===== config.mk =====
export PLATFORM = sky130hd
export DESIGN_NAME = lfsr_decrypt
export DESIGN_NICKNAME = d
export VERILOG_FILES = /design/src/rtl/lfsr_decrypt.sv
export SDC_FILE = /design/constraint.sdc
export NUM_CORES = 1
export LEC_CHECK = 0
export ABC_AREA = 0
export CAP_MARGIN = 15
export CORE_ASPECT_RATIO = 0.9
export CORE_UTILIZATION = 35
export DETAILED_ROUTE_END_ITERATION = 12
export GPL_ROUTABILITY_DRIVEN = 0
export PLACE_DENSITY_LB_ADDON = 0.2
export SLEW_MARGIN = 30
export SYNTH_ARGS = -nofsm -noshare
export SYNTH_HDL_FRONTEND = slang
export SYNTH_SLANG_ARGS = --single-unit
export TNS_END_PERCENT = 50

===== constraint.sdc =====
create_clock -name clk -period 1.84 [get_ports clk]
set_input_delay 0.276 -clock clk [delete_from_list [all_inputs] [get_ports clk]]
set_output_delay 0.276 -clock clk [all_outputs]
set_load 0.01 [all_outputs]

===== src/rtl/lfsr_decrypt.sv =====
// LFSR stream decryptor: identifies the tap pattern from a run of encrypted spaces at DM[64..127],
// then writes the decoded text, with leading spaces removed, to DM[0..63] and pads the rest with spaces.
module lfsr_decrypt (
  input  logic       clk,
  input  logic       init,
  input  logic       req,
  output logic       ack,
  output logic       err,
  output logic [3:0] pt_no,
  output logic [6:0] msg_len,
  output logic [7:0] rd_addr,
  input  logic [7:0] rd_data,
  output logic       wr_en,
  output logic [7:0] wr_addr,
  output logic [7:0] wr_data
);

  typedef enum logic [2:0] {
    IDLE   = 3'd0,
    SEED   = 3'd1,
    SCAN   = 3'd2,
    PICK   = 3'd3,
    DECODE = 3'd4,
    PAD    = 3'd5,
    DONE   = 3'd6
  } state_e;

  localparam logic [8:0] MASK_ALL    = 9'h1FF;
  localparam logic [7:0] CT_BASE     = 8'd64;
  localparam logic [6:0] LAST_SCAN   = 7'd9;
  localparam logic [6:0] LAST_BYTE   = 7'd63;
  localparam logic [6:0] MSG_CAP     = 7'd64;
  localparam logic [7:0] ASCII_SPACE = 8'h20;

  function automatic logic [6:0] tap_of(input logic [3:0] p);
    logic [6:0] t;
    case (p)
      4'd0:    t = 7'h60;
      4'd1:    t = 7'h48;
      4'd2:    t = 7'h78;
      4'd3:    t = 7'h72;
      4'd4:    t = 7'h6A;
      4'd5:    t = 7'h69;
      4'd6:    t = 7'h5C;
      4'd7:    t = 7'h7E;
      4'd8:    t = 7'h7B;
      default: t = 7'h60;
    endcase
    return t;
  endfunction

  // Feedback bit is the parity of the tapped state bits.
  function automatic logic [6:0] lfsr_step(input logic [6:0] s, input logic [6:0] t);
    return {s[5:0], ^(s & t)};
  endfunction

  function automatic logic [3:0] lowest_set(input logic [8:0] m);
    logic [3:0] r;
    r = 4'd0;
    for (int k = 8; k >= 0; k--) begin
      r = m[k] ? 4'(k) : r;
    end
    return r;
  endfunction

  state_e     state_q, state_d;
  logic [6:0] idx_q, idx_d;
  logic [6:0] seed_q, seed_d;
  logic [6:0] prev_q, prev_d;
  logic [8:0] mask_q, mask_d;
  logic [6:0] lfsr_q, lfsr_d;
  logic [6:0] wptr_q, wptr_d;
  logic       started_q, started_d;
  logic       ack_q, ack_d;
  logic       err_q, err_d;
  logic [3:0] pt_no_q, pt_no_d;
  logic [6:0] msg_len_q, msg_len_d;
  logic [7:0] rd_addr_q, rd_addr_d;
  logic       wr_en_q, wr_en_d;
  logic [7:0] wr_addr_q, wr_addr_d;
  logic [7:0] wr_data_q, wr_data_d;

  logic [6:0] cipher;
  logic [6:0] plain;
  logic       ct_parity_unused;

  assign cipher           = rd_data[6:0];
  assign ct_parity_unused = rd_data[7];

  // Next-state, datapath and registered-output computation.
  always_comb begin
    state_d   = state_q;
    idx_d     = idx_q;
    seed_d    = seed_q;
    prev_d    = prev_q;
    mask_d    = mask_q;
    lfsr_d    = lfsr_q;
    wptr_d    = wptr_q;
    started_d = started_q;
    err_d     = err_q;
    pt_no_d   = pt_no_q;
    msg_len_d = msg_len_q;
    rd_addr_d = rd_addr_q;
    wr_en_d   = 1'b0;
    wr_addr_d = wr_addr_q;
    wr_data_d = wr_data_q;
    plain     = cipher ^ lfsr_q;

    case (state_q)
      IDLE: begin
        if (!req) begin
          state_d   = SEED;
          idx_d     = 7'd0;
          rd_addr_d = CT_BASE;
          mask_d    = MASK_ALL;
          lfsr_d    = 7'd0;
          wptr_d    = 7'd0;
          started_d = 1'b0;
          err_d     = 1'b0;
          pt_no_d   = 4'd0;
          msg_len_d = 7'd0;
        end else begin
          state_d = IDLE;
        end
      end

      SEED: begin
        seed_d = cipher;
        prev_d = cipher;
        if (cipher == 7'd0) begin
          err_d   = 1'b1;
          state_d = DONE;
        end else begin
          mask_d    = MASK_ALL;
          idx_d     = 7'd1;
          rd_addr_d = CT_BASE + 8'd1;
          state_d   = SCAN;
        end
      end

      SCAN: begin
        // A pattern survives only if it predicts every consecutive ciphertext byte.
        for (int p = 0; p < 9; p++) begin
          mask_d[p] = mask_q[p] & (lfsr_step(prev_q, tap_of(4'(p))) == cipher);
        end
        prev_d = cipher;
        if (idx_q == LAST_SCAN) begin
          state_d = PICK;
        end else begin
          idx_d     = idx_q + 7'd1;
          rd_addr_d = CT_BASE + {1'b0, idx_d};
        end
      end

      PICK: begin
        pt_no_d = lowest_set(mask_q);
        if (mask_q == 9'd0) begin
          err_d   = 1'b1;
          state_d = DONE;
        end else begin
          lfsr_d    = seed_q;
          idx_d     = 7'd0;
          rd_addr_d = CT_BASE;
          state_d   = DECODE;
        end
      end

      DECODE: begin
        if (started_q || (plain != 7'd0)) begin
          wr_en_d   = 1'b1;
          wr_addr_d = {1'b0, wptr_q};
          wr_data_d = {1'b0, plain} + ASCII_SPACE;
          wptr_d    = wptr_q + 7'd1;
          msg_len_d = msg_len_q + 7'd1;
          started_d = 1'b1;
        end else begin
          wr_en_d = 1'b0;
        end
        lfsr_d = lfsr_step(lfsr_q, tap_of(pt_no_q));
        if (idx_q == LAST_BYTE) begin
          state_d = (wptr_d == MSG_CAP) ? DONE : PAD;
        end else begin
          idx_d     = idx_q + 7'd1;
          rd_addr_d = CT_BASE + {1'b0, idx_d};
        end
      end

      PAD: begin
        if (wptr_q < MSG_CAP) begin
          wr_en_d   = 1'b1;
          wr_addr_d = {1'b0, wptr_q};
          wr_data_d = ASCII_SPACE;
          wptr_d    = wptr_q + 7'd1;
        end else begin
          wr_en_d = 1'b0;
        end
        if (wptr_d == MSG_CAP) begin
          state_d = DONE;
        end else begin
          state_d = PAD;
        end
      end

      DONE: begin
        // ack must have been visible at least once before the block may leave DONE.
        if (req && ack_q) begin
          state_d = IDLE;
        end else begin
          state_d = DONE;
        end
      end

      default: begin
        state_d = IDLE;
      end
    endcase

    // ack rises one cycle after DONE is entered so the final write lands first.
    ack_d = (state_q == DONE) && (state_d == DONE);
  end

  // State and output registers with synchronous init.
  always_ff @(posedge clk) begin
    if (init) begin
      state_q   <= IDLE;
      idx_q     <= 7'd0;
      seed_q    <= 7'd0;
      prev_q    <= 7'd0;
      mask_q    <= MASK_ALL;
      lfsr_q    <= 7'd0;
      wptr_q    <= 7'd0;
      started_q <= 1'b0;
      ack_q     <= 1'b0;
      err_q     <= 1'b0;
      pt_no_q   <= 4'd0;
      msg_len_q <= 7'd0;
      rd_addr_q <= 8'd0;
      wr_en_q   <= 1'b0;
      wr_addr_q <= 8'd0;
      wr_data_q <= 8'd0;
    end else begin
      state_q   <= state_d;
      idx_q     <= idx_d;
      seed_q    <= seed_d;
      prev_q    <= prev_d;
      mask_q    <= mask_d;
      lfsr_q    <= lfsr_d;
      wptr_q    <= wptr_d;
      started_q <= started_d;
      ack_q     <= ack_d;
      err_q     <= err_d;
      pt_no_q   <= pt_no_d;
      msg_len_q <= msg_len_d;
      rd_addr_q <= rd_addr_d;
      wr_en_q   <= wr_en_d;
      wr_addr_q <= wr_addr_d;
      wr_data_q <= wr_data_d;
    end
  end

  assign ack     = ack_q;
  assign err     = err_q;
  assign pt_no   = pt_no_q;
  assign msg_len = msg_len_q;
  assign rd_addr = rd_addr_q;
  assign wr_en   = wr_en_q;
  assign wr_addr = wr_addr_q;
  assign wr_data = wr_data_q;

endmodule

==> qor.csv <==
metric,value,unit
wire per inst,15.3,um
f_max,492,MHz
"Cell Chain, Critical Path","or4_4, or3b_4, o2111ai_4, nor2_4, mux2_4",
CP Launch Type,flip-flop,
top post-synthesis cells by area,"dfxtp_1 37%, a21oi_1 5.8%, xnor2_1 3.8%",
worst-path fanout max,6,
syn_area_per_cell,8.54,um^2
Max Slew Vio Count,0,
layout cells sized above 1,26.1,%
CP arrival,2.27,ns
Synth warnings,0,
Highest Signal Layer,met4,
"most common cell after layout, fill and taps aside",buf_4,
Final #Nets,688,
total number of vias,4381,
maximum VDD drop,0.695,mV
Die X,122,um
number of enable flip-flop cells after synthesis,0,
switch share,27.3,%
Int Power,3420,uW
first-pass GRT wire length,20300,um
Tcrit/Tclk final,110,%
core area,0.0127,mm^2
Std-Cell Rows,39,
placed cells,815,
setup violators final,17,
Clock power frac,39.8,%
Clock Latency Late Sink,0.35,ns
maxcap violations,0,
Syn Std Cell Area,0.00457,mm^2
Max Root-Sink Buffers,2,
PortBufs,46,
initial antenna violation count,0,
sequential share of power,42.0,%
"FF+latch count, synth",84,
largest net degree at the start of global routing,41,
Detail Placement HPWL,9490,um
slowest cell on the critical path,or4_4,
Critical Path Max Stage Delay,0.53,ns
H-tree levels,3,
post-synthesis sequential area ratio,36.8,%
via/cell ratio,5.25,
vias in the first global route,4195,
"antenna viol nets, final",0,
"CTS clk-pin slew, worst paths",0.07,ns
Root Driver,clkbuf_16,
CP required,2.08,ns
ys flop type,dfxtp_1,
"area leader, netlist",dfxtp_1,
first-pass detailed-route iteration total,4,
final setup margin,-0.191,ns
wl on met1,5710,um
Total Wirelength,12800,um
Worst Setup End Kind,flip-flop,
Period minus WS final,2.03,ns
RSZ-0062 raised after global routing,true,
Leakage,0.00259,uW
"Async S/R FF share, synth",0,%
Starting Density,35.9,%
count of cell types in the netlist,64,
outcome,"complete, but fails checks",
Num CTS Buffers,9,
diodes inserted,0,
critical path class,flip-flop to flip-flop,
Final Skew,0.00866,ns
Die Area,0.0135,mm^2
Syn Nets,557,
fin cells,835,
clk sinks,84,
P&R area growth vs syn,42.1,%
power per cell area,724,mW/mm^2
setup_tns,-2.00,ns
# DRC,0,
"Hold Vio Cnt, Final",0,
CTS tree,done,
grt total ovfl,0,
post-synth top area share,36.8,%
failing checks,setup timing,
Hold Crit Class,primary input to flip-flop,
Fillers,1181,
Final Total Pwr,4700,uW
met2 wire len,6420,um
wire length on met3,479,um
final core occ,51.0,%
Psw,1280,uW
height of the die,110,um
Syn Inst Count,535,
part of the power in combinational logic,18.2,%
most frequent cells in the layout,"97 x buf_4, 76 x dfxtp_1, 49 x a21oi_1",
IO Count,49,
GRT Resource Usage Total,19.4,%
number of DRC markers in iteration 0,216,
==> state kept, by name, summed over array words and instances (netlist names), named ones only <==
name	cells
mask_q	9
wr_data	8
idx_q	7
lfsr_q	7
msg_len	7
prev_q	7
seed_q	7
wptr_q	7
wr_addr	7
pt_no	4
state_q	3
ack	1
err	1
rd_addr	1
started_q	1
wr_en	1
==> synthesized netlist by cell type, drive strengths merged (4+ instances only) <==
cell type / n
a211oi: 11
a21boi: 5
a21o: 8
a21oi: 53
a22oi: 10
a311oi: 8
and3: 8
buf: 13
clkbuf: 22
dfxtp: 84
ha: 11
inv: 18
mux2i: 15
nand2: 28
nand2b: 7
nand3: 33
nand4: 4
nor2: 39
nor2b: 7
nor3: 14
nor3b: 5
nor4: 5
o21ai: 25
o22ai: 5
xnor2: 20
xor2: 19
==> power by group through the flow <==
stage / clock [uW] / sequential (uW) / combinational (uW)
5_1_grt: 1990 / 1980 / 934
2_1_floorplan: 0 / 1990 / 478
3_5_place_dp: 0 / 2000 / 817
4_1_cts: 1930 / 1960 / 822
6_report: 1870 / 1970 / 858
3_3_place_gp: 0 / 2000 / 804
==> cells by family (layout without fill, tap and decap cells) <==
group                      count (synthesis)  count (layout)  share of synthesized area [%]
and+or+nand+nor                          174             174                           20.4
DFF                                       84              84                           36.8
buffers and inverters                     53             189                           4.85
xor gates and xnor gates                  42              42                           8.95
other                                      1               1                         0.0821
muxes                                     17              17                           3.94
AOI/OAI and AO/OA                        153             153                           22.0
adders and majority gates                 11              11                           3.01
==> worst max-delay path: cells and delay by family, from the launching register on <==
family | cells | cell delay [ns]
AOI/OAI and AO/OA | 1 | 0.25
DFF | 1 | 0.32
muxes | 1 | 0.30
and+or+nand+nor | 3 | 1.05
==> through the flow <==
| step | worst slack (ns) | hold slack, ns | area, um^2 |
|---|---|---|---|
| finish | -0.191 | 0.206 | 6490 |
| global route | -0.250 | 0.196 | 6490 |
| CTS | -0.207 | 0.174 | 6250 |
| detailed placement | -0.471 | 0.463 | 5910 |
| global placement | -0.469 | 0.456 | 5910 |
| floorplan | -0.153 | 0.423 | 4580 |
==> per-layer routing <==
metal	up-vias	GRT usage [%]
met1	2071	24.0
met2	79	32.7
met5	-	0
met4	0	6.27
li1	2212	-
met3	19	5.09
==> path summary, 6_finish.rpt <==
check              from    endpoint  slack, ns  cells after the start
min                init    pt_no[0]       0.21                      2
min reg2reg  wr_addr[2]  wr_addr[2]       0.47                      2
max reg2reg   mask_q[1]  rd_addr[6]      -0.19                      5
max           mask_q[1]  rd_addr[6]      -0.19                      5
==> final cells by class <==
class / count / area (um^2) / area share, %
well taps: 164 / 205 / 3.16
multi-input cells: 398 / 2840 / 43.8
inverters: 18 / 67.6 / 1.04
clock inverters: 6 / 71.3 / 1.10
clock buffers: 10 / 239 / 3.68
flip-flops and latches: 84 / 1700 / 26.2
repair buffers: 155 / 1370 / 21.0
==> timing repair <==
| action | 4_1_cts | 5_1_grt |
|---|---|---|
| pin swaps | 6 | 20 |
| gates resized for setup | 11 | 51 |
| setup buffers | 1 | 4 |
| hold buffers | 0 | 0 |
| endpoints found under the setup margin | 56 | 61 |
| endpoints found under the hold margin | 0 | 0 |
Note: power is estimated with default switching activity, not from simulation.
